--- config.mk ---
export PLATFORM = sky130hd
export DESIGN_NAME = alu_issue_ctrl
export DESIGN_NICKNAME = d
export VERILOG_FILES = /design/src/rtl/alu_issue_ctrl.sv
export SDC_FILE = /design/constraint.sdc
export NUM_CORES = 2
export LEC_CHECK = 0
export CORE_ASPECT_RATIO = 0.8
export CORE_UTILIZATION = 25
export CTS_CLUSTER_SIZE = 14
export DETAILED_ROUTE_END_ITERATION = 10
export PLACE_DENSITY = 0.41
export SETUP_SLACK_MARGIN = 0.5
export SLEW_MARGIN = 20
export SYNTH_ARGS = -nofsm -noshare
export SYNTH_HDL_FRONTEND = slang
export SYNTH_SLANG_ARGS = --single-unit
--- constraint.sdc ---
create_clock -name clk -period 55.9 [get_ports clk]
set_input_delay 16.77 -clock clk [delete_from_list [all_inputs] [get_ports clk]]
set_output_delay 16.77 -clock clk [all_outputs]
set_load 0.01 [all_outputs]
--- src/rtl/alu_issue_ctrl.sv ---
// Issue/writeback sequencer for the KGP-RISC ALU: accepts one instruction, reads
// the 32x32 register file, drives the ALU, then writes LOW (and HIGH for mul) back.
module alu_issue_ctrl #(
    parameter int NREG = 32,
    parameter int IMMW = 10
) (
    input  logic        clk,
    input  logic        rst,
    input  logic        instr_valid,
    output logic        instr_ready,
    input  logic [31:0] instr,
    output logic [1:0]  op_code,
    output logic [3:0]  func_code,
    output logic [31:0] A,
    output logic [31:0] B,
    input  logic [31:0] LOW,
    input  logic [31:0] HIGH,
    output logic        done,
    output logic [4:0]  wb_addr,
    output logic [31:0] wb_data,
    output logic        wb_en,
    input  logic [4:0]  dbg_addr,
    output logic [31:0] dbg_data
);

    typedef enum logic [2:0] {
        S_IDLE   = 3'd0,
        S_DECODE = 3'd1,
        S_EXEC   = 3'd2,
        S_WB_LO  = 3'd3,
        S_WB_HI  = 3'd4
    } state_t;

    state_t      state_q, state_d;
    logic [31:0] instr_q;
    logic [1:0]  op_q;
    logic [3:0]  func_q;
    logic [31:0] a_q, b_q, lo_q, hi_q;
    logic [31:0] regs_q [NREG];

    logic [1:0]  f_op;
    logic [3:0]  f_func;
    logic [4:0]  f_rs, f_rt, f_rd, f_rd_hi;
    logic        f_imm_sel, is_mul, accept;
    logic [31:0] imm_sext, rs_val, rt_val;

    assign f_op      = instr_q[31:30];
    assign f_func    = instr_q[29:26];
    assign f_rs      = instr_q[25:21];
    assign f_rt      = instr_q[20:16];
    assign f_rd      = instr_q[15:11];
    assign f_imm_sel = instr_q[10];
    assign f_rd_hi   = f_rd + 5'd1;
    assign imm_sext  = {{(32-IMMW){instr_q[IMMW-1]}}, instr_q[IMMW-1:0]};
    assign is_mul    = ({f_op, f_func} == 6'b010001) || ({f_op, f_func} == 6'b010010);
    assign rs_val    = (f_rs == 5'd0) ? 32'd0 : regs_q[f_rs];
    assign rt_val    = (f_rt == 5'd0) ? 32'd0 : regs_q[f_rt];

    // Handshake: an instruction transfers on a rising edge where instr_valid and
    // instr_ready are both high; instr_ready is high only in IDLE, and the upstream
    // must hold instr stable until that edge.
    assign accept = instr_valid && instr_ready;

    always_ff @(posedge clk or posedge rst) begin
        if (rst) state_q <= S_IDLE;
        else     state_q <= state_d;
    end

    always_comb begin
        state_d = state_q;
        unique case (state_q)
            S_IDLE:   if (accept) state_d = S_DECODE;
            S_DECODE: state_d = S_EXEC;
            S_EXEC:   state_d = S_WB_LO;
            S_WB_LO:  state_d = is_mul ? S_WB_HI : S_IDLE;
            S_WB_HI:  state_d = S_IDLE;
            default:  state_d = S_IDLE;
        endcase
    end

    always_comb begin
        instr_ready = 1'b0;
        done        = 1'b0;
        wb_addr     = 5'd0;
        wb_data     = 32'd0;
        wb_en       = 1'b0;
        unique case (state_q)
            S_IDLE: instr_ready = 1'b1;
            S_WB_LO: begin
                wb_addr = f_rd;
                wb_data = lo_q;
                wb_en   = (f_rd != 5'd0);
                done    = !is_mul;
            end
            S_WB_HI: begin
                wb_addr = f_rd_hi;
                wb_data = hi_q;
                wb_en   = (f_rd_hi != 5'd0);
                done    = 1'b1;
            end
            default: ;
        endcase
    end

    always_ff @(posedge clk or posedge rst) begin
        if (rst) begin
            instr_q <= 32'd0;
            op_q    <= 2'd0;
            func_q  <= 4'd0;
            a_q     <= 32'd0;
            b_q     <= 32'd0;
            lo_q    <= 32'd0;
            hi_q    <= 32'd0;
        end else begin
            if (accept) instr_q <= instr;
            if (state_q == S_DECODE) begin
                op_q   <= f_op;
                func_q <= f_func;
                a_q    <= rs_val;
                b_q    <= f_imm_sel ? imm_sext : rt_val;
            end
            if (state_q == S_EXEC) begin
                lo_q <= LOW;
                hi_q <= HIGH;
            end
        end
    end

    // r0 is never written (wb_en excludes it), so it stays at its reset value of 0.
    always_ff @(posedge clk or posedge rst) begin
        if (rst) begin
            for (int i = 0; i < NREG; i++) regs_q[i] <= 32'd0;
        end else if (wb_en) begin
            regs_q[wb_addr] <= wb_data;
        end
    end

    assign op_code   = op_q;
    assign func_code = func_q;
    assign A         = a_q;
    assign B         = b_q;
    assign dbg_data  = regs_q[dbg_addr];

endmodule

Word-level counts from Yosys, hierarchy flattened

Cells that the tools add are included.

Input bits: 104
Bits in registers: 1193
Output and inout bits: 142

$lt $le $gt $ge: 5
Reductions and logical operators: 9
Mux-type cells: 23
Bitwise gates (word level): 4
Equality and inequality tests: 7
$add $sub $neg: 1

Operators by type and width:

| cell                                                        | number |
|---|---|
| bitwise mux 1024 bit                                        | 1 |
| binary-select mux 32 bit (select 5 bit)                     | 3 |
| two-way mux 32 bit                                          | 10 |
| demux 32 bit (select 5 bit)                                 | 1 |
| case mux 32 bit (2 select lines)                            | 1 |
| >= comparator 6 bit (second input constant)                 | 4 |
| NOT 5 -> 6 bit                                              | 4 |
| equality test 6 x 5 -> 1 bit (second input constant)        | 2 |
| case mux 3 bit (4 select lines)                             | 1 |
| zero test 5 bit                                             | 2 |
| case mux 5 bit (2 select lines)                             | 1 |
| nonzero test 5 bit                                          | 2 |
| equality test 3 x 2 -> 1 bit (second input constant)        | 2 |
| less-than comparator 6 x 1 -> 1 bit (second input constant) | 1 |
| two-way mux 3 bit                                           | 2 |
| adder 5 x 1 -> 5 bit (second input constant)                | 1 |
| case mux 1 bit (2 select lines)                             | 2 |
| equality test 3 x 1 -> 1 bit (second input constant)        | 1 |
| equality test 3 bit (second input constant)                 | 1 |
| zero test 3 bit                                             | 1 |
| logical AND 1 bit                                           | 2 |
| inequality test 2 bit (second input constant)               | 1 |
| zero test 1 bit                                             | 1 |
| logical OR 1 bit                                            | 1 |
| two-way mux 1 bit                                           | 1 |

Logic depth before layout (Yosys ltp)

Depth after elaboration: 8
Mapped depth: 9
Depth with buffers taken out: 7

Least setup slack after synthesis

No wires, ideal clock.

Path type: in2out
From: input dbg_addr[0]
To: output dbg_data[10]
Arrival time: 19005 ps
Path slack: 20125 ps
Stages on the path: 6
Path through: clkbuf_1 > buf_2 > buf_1 > mux4_2 > mux4_2 > mux2_2

Longest elaborated chain between the ends: 4

Ends and longest elaborated chain:

| element                                               | line | source |
|---|---|---|
| start: declaration                                    | 22   | `input logic [4:0] dbg_addr,` |
| NOT 5 -> 6 bit (not written as such)                  | 142  | `assign dbg_data = regs_q[dbg_addr];` |
| binary-select mux 32 bit (select 5 bit)               | 142  |  |
| two-way mux 32 bit (not written as such) (2 in a row) | 142  |  |
| end: declaration                                      | 23   | `output logic [31:0] dbg_data` |

No other way between the ends. The select of a mux whose other input is x is not followed.

Worst setup path after layout

From: input dbg_addr[0]
To: output dbg_data[28]

The elaborated chain is that of the path after synthesis.

==> flow_summary.toml <==
[global_routing]
grt_pass1_wl_um = 413000
track_usage = 0.211
antenna_found_initial = 21
grt_pass1_vias = 47100
grt_max_degree = 139
overflow = 0

[synthesis]
ys.warnings.count = 0
synth_nets = 4728
ys_seq_elements = 1193
ys_top_cells_by_area = "dfrtp_1, mux4_2, mux2_2"
yosys_most_used_dff = "dfrtp_1"
synthesis.area_sq_mm = 0.0688
ys_seq_area_frac = 0.434
yosys.area.top_type = "dfrtp_1"
synthArstFlopShare = 1.00
synth-edff-count = 0
yosysTopAreaCellShare = 0.434
synth_cell_type_count = 69
synth_area_per_cell_sq_um = 14.9
syn_inst = 4621

[finish]
nNetsFinal = 4769
fill_cells = 27300
area_growth_pct = 16.2
layout-drive-gt1-share = 0.478

[route]
route.vias.total = 47100
detail-route-antenna-nets = 0
first_pass_iters = 6
initialDrtViolationCount = 4782
via_per_inst = 5.61
wl_per_cell_um = 35.1
routed_wl_um = 295000
drc = 0

[die]
die_area_sq_mm = 0.277
fp.dieW_um = 589
coreArea_sq_mm = 0.273
io_pins = 246
start_util = 0.253
die_y_um = 471
core.rowCount = 171

[timing]
worst_slack_ns = 18.65
maxSlewViolCount = 0
max_freq_ghz = 0.0268
tightestPinTransition_ns = 1.18
hold_viol = 0
fin_crit_sh = 0.666
setup-violations-final = 0
finalSetupTns_ns = 0
rsz0062_at_grt = "no"
timing.final.crit_period_ns = 37.25
fin_skew_ns = 0.0684
maxSlewHeadroom = 0.210

[setup_path]
critical-path-top-delay-family = "buffers and inverters"
crit_arrival_ns = 20.48
slowest_stage = "buf_4"
crit_top_cell = "mux4_2"
cp_data_required_time_ns = 39.13
max_stage_delay_ns = 0.89
critPathLaunchType = "input pin"
path_cells = "buf_8 -> buf_4 -> mux4_2 -> mux4_2 -> mux2_2 -> clkdlybuf4s50_1"
critPathCaptureType = "primary output"
critPathMaxFanout = 73
critical_path_class = "in -> out"
cp.buffers_inverters = 3

[cts]
clk_pin_slew_ns = 0.06
numCtsBuffers = 148
cts_hold_buf = 0
cts_root_buffer = "clkbuf_16"
cts_buffer_depth = 4
cts_resized = 0
post-cts-setup-buffers = 0
clk_latency_ns = 0.82
cts_sinks = 1193
cts_tree = "yes"
htreeDepth = 4

[place]
hpwl_um = 176000
place_ws_ns = 18.56
io_buffer_count = 245
place.gp.congestion = 0.799

[power_and_ir_drop]
power_density_mw_per_mm2 = 49.3
ir_drop_uv = 37.2
leakagePower_nw = 33.5

[hold_path]
hold_class = "reg -> reg"

[outcome]
status = "complete, no violations"

[job]
maxCapViolCount = 0
power by group:
group          internal (W)  leakage, nW  switching, W
sequential          0.00106         16.2      0.000248
combinational      0.000707         15.0      0.000949
clock              0.000573         2.33      0.000405
total               0.00234         33.5       0.00160
synthesized netlist by cell type, types with 3 or more instances:
| cell | count |
|---|---|
| and2_1 | 5 |
| nor4_1 | 32 |
| or3_1 | 3 |
| nor2b_1 | 37 |
| nor2_1 | 117 |
| mux2i_1 | 82 |
| o22a_1 | 34 |
| mux4_2 | 800 |
| dfrtp_1 | 1193 |
| buf_6 | 9 |
| buf_4 | 22 |
| nand2_1 | 54 |
| xnor2_1 | 5 |
| ha_1 | 3 |
| mux2_1 | 62 |
| clkbuf_1 | 295 |
| nand3_1 | 39 |
| nand3b_1 | 6 |
| a22oi_1 | 142 |
| o21ai_1 | 4 |
| mux2_2 | 1021 |
| a21oi_1 | 157 |
| buf_2 | 141 |
| o22ai_1 | 64 |
| buf_1 | 44 |
| nor3_1 | 6 |
| nand2b_1 | 6 |
| a211oi_1 | 32 |
| o211ai_1 | 18 |
| a21o_1 | 31 |
| o21ai_0 | 67 |
| nor3b_1 | 4 |
| inv_1 | 37 |
| a21oi_2 | 3 |
worst min-delay path, stage by stage, from the launching register on:
cell,delay (ns)
dfrtp_1,0.37
nand2_1,0.06
nand2_1,0.05
layer usage:
layer | GRT usage | vias to the layer above | wire (um)
met5 | 0 | - | 27
met4 | 0.0491 | 4 | 7120
met3 | 0.0538 | 375 | 26200
met2 | 0.298 | 2212 | 124000
met1 | 0.318 | 26100 | 138000
li1 | - | 18400 | -
through the flow:
stage	std cells	power, W	hold WS, ns	util	cell area [sq um]
after floorplan	4621	0.00226	0.448	-	68800
after global placement	8141	0.00298	0.465	0.276	75200
after detailed placement	8143	0.00298	0.465	0.276	75200
after CTS	8389	0.00398	0.470	0.293	79900
after global routing	8392	0.00413	0.502	0.294	80000
final	8397	0.00395	0.464	0.294	80000
placed cells by master, fill, tap and decap left out, types with 17 or more instances in the layout:
master           netlist  final
a211oi_1              32     32
nor2b_1               37     34
buf_4                 22    150
mux2i_1               82     82
nor4_1                32     30
a21o_1                31     31
inv_1                 37     36
dfrtp_1             1193   1187
clkdlybuf4s50_1        0    240
mux2_2              1021   1021
clkbuf_16              0    149
clkbuf_1             295     31
nand3_1               39     38
mux4_2               800    800
clkbuf_8               0     33
o211ai_1              18     18
a22oi_1              142    142
o21ai_0               67     67
nand2_1               54     54
clkinv_2               0     17
a21oi_1              157    151
nor2_1               117    102
o22ai_1               64     64
mux2_1                62     62
o22a_1                34     34
path summary, 6_finish.rpt:
kind,startpoint,end,slack [ns],depth (start not counted)
worst max-delay path,dbg_addr[0],dbg_data[28],18.65,6
worst min-delay path,instr_q[26],func_code[0],0.46,2
worst max register to register,state_q[1],regs_q[1012],50.98,8
worst min register to register,instr_q[26],func_code[0],0.46,2
max in group asynchronous,rst,regs_q[687],35.71,7
min in group asynchronous,rst,instr_q[13],16.55,2
cell type report:
cell class / instances / area [sq um] / area share
diodes: 6 / 15.0 / 0.000188
clock buffers: 213 / 4300 / 0.0537
clock inverters: 33 / 414 / 0.00518
inverters: 38 / 150 / 0.00188
multi-input cells: 2879 / 37000 / 0.462
flip-flops and latches: 1193 / 29900 / 0.373
well taps: 3633 / 4550 / 0.0568
repair buffers: 402 / 3750 / 0.0468
cell families after synthesis:
kind of cell    after synthesis  share of synthesized area
flops                      1193                      0.434
xor+xnor                      7                   0.000891
mux                        1965                      0.451
simple gates                327                     0.0234
compound gates              577                     0.0558
buf+inv                     549                     0.0347
fa+ha+maj                     3                   0.000545
sequential cells by signal, summed over array words and instances, names as in the netlist:
signal	cells
B	32
A	32
func_code	4
state_q	3
lo_q	32
instr_q	32
hi_q	32
regs_q	1024
op_code	2
(Power assumes the default switching activity.)
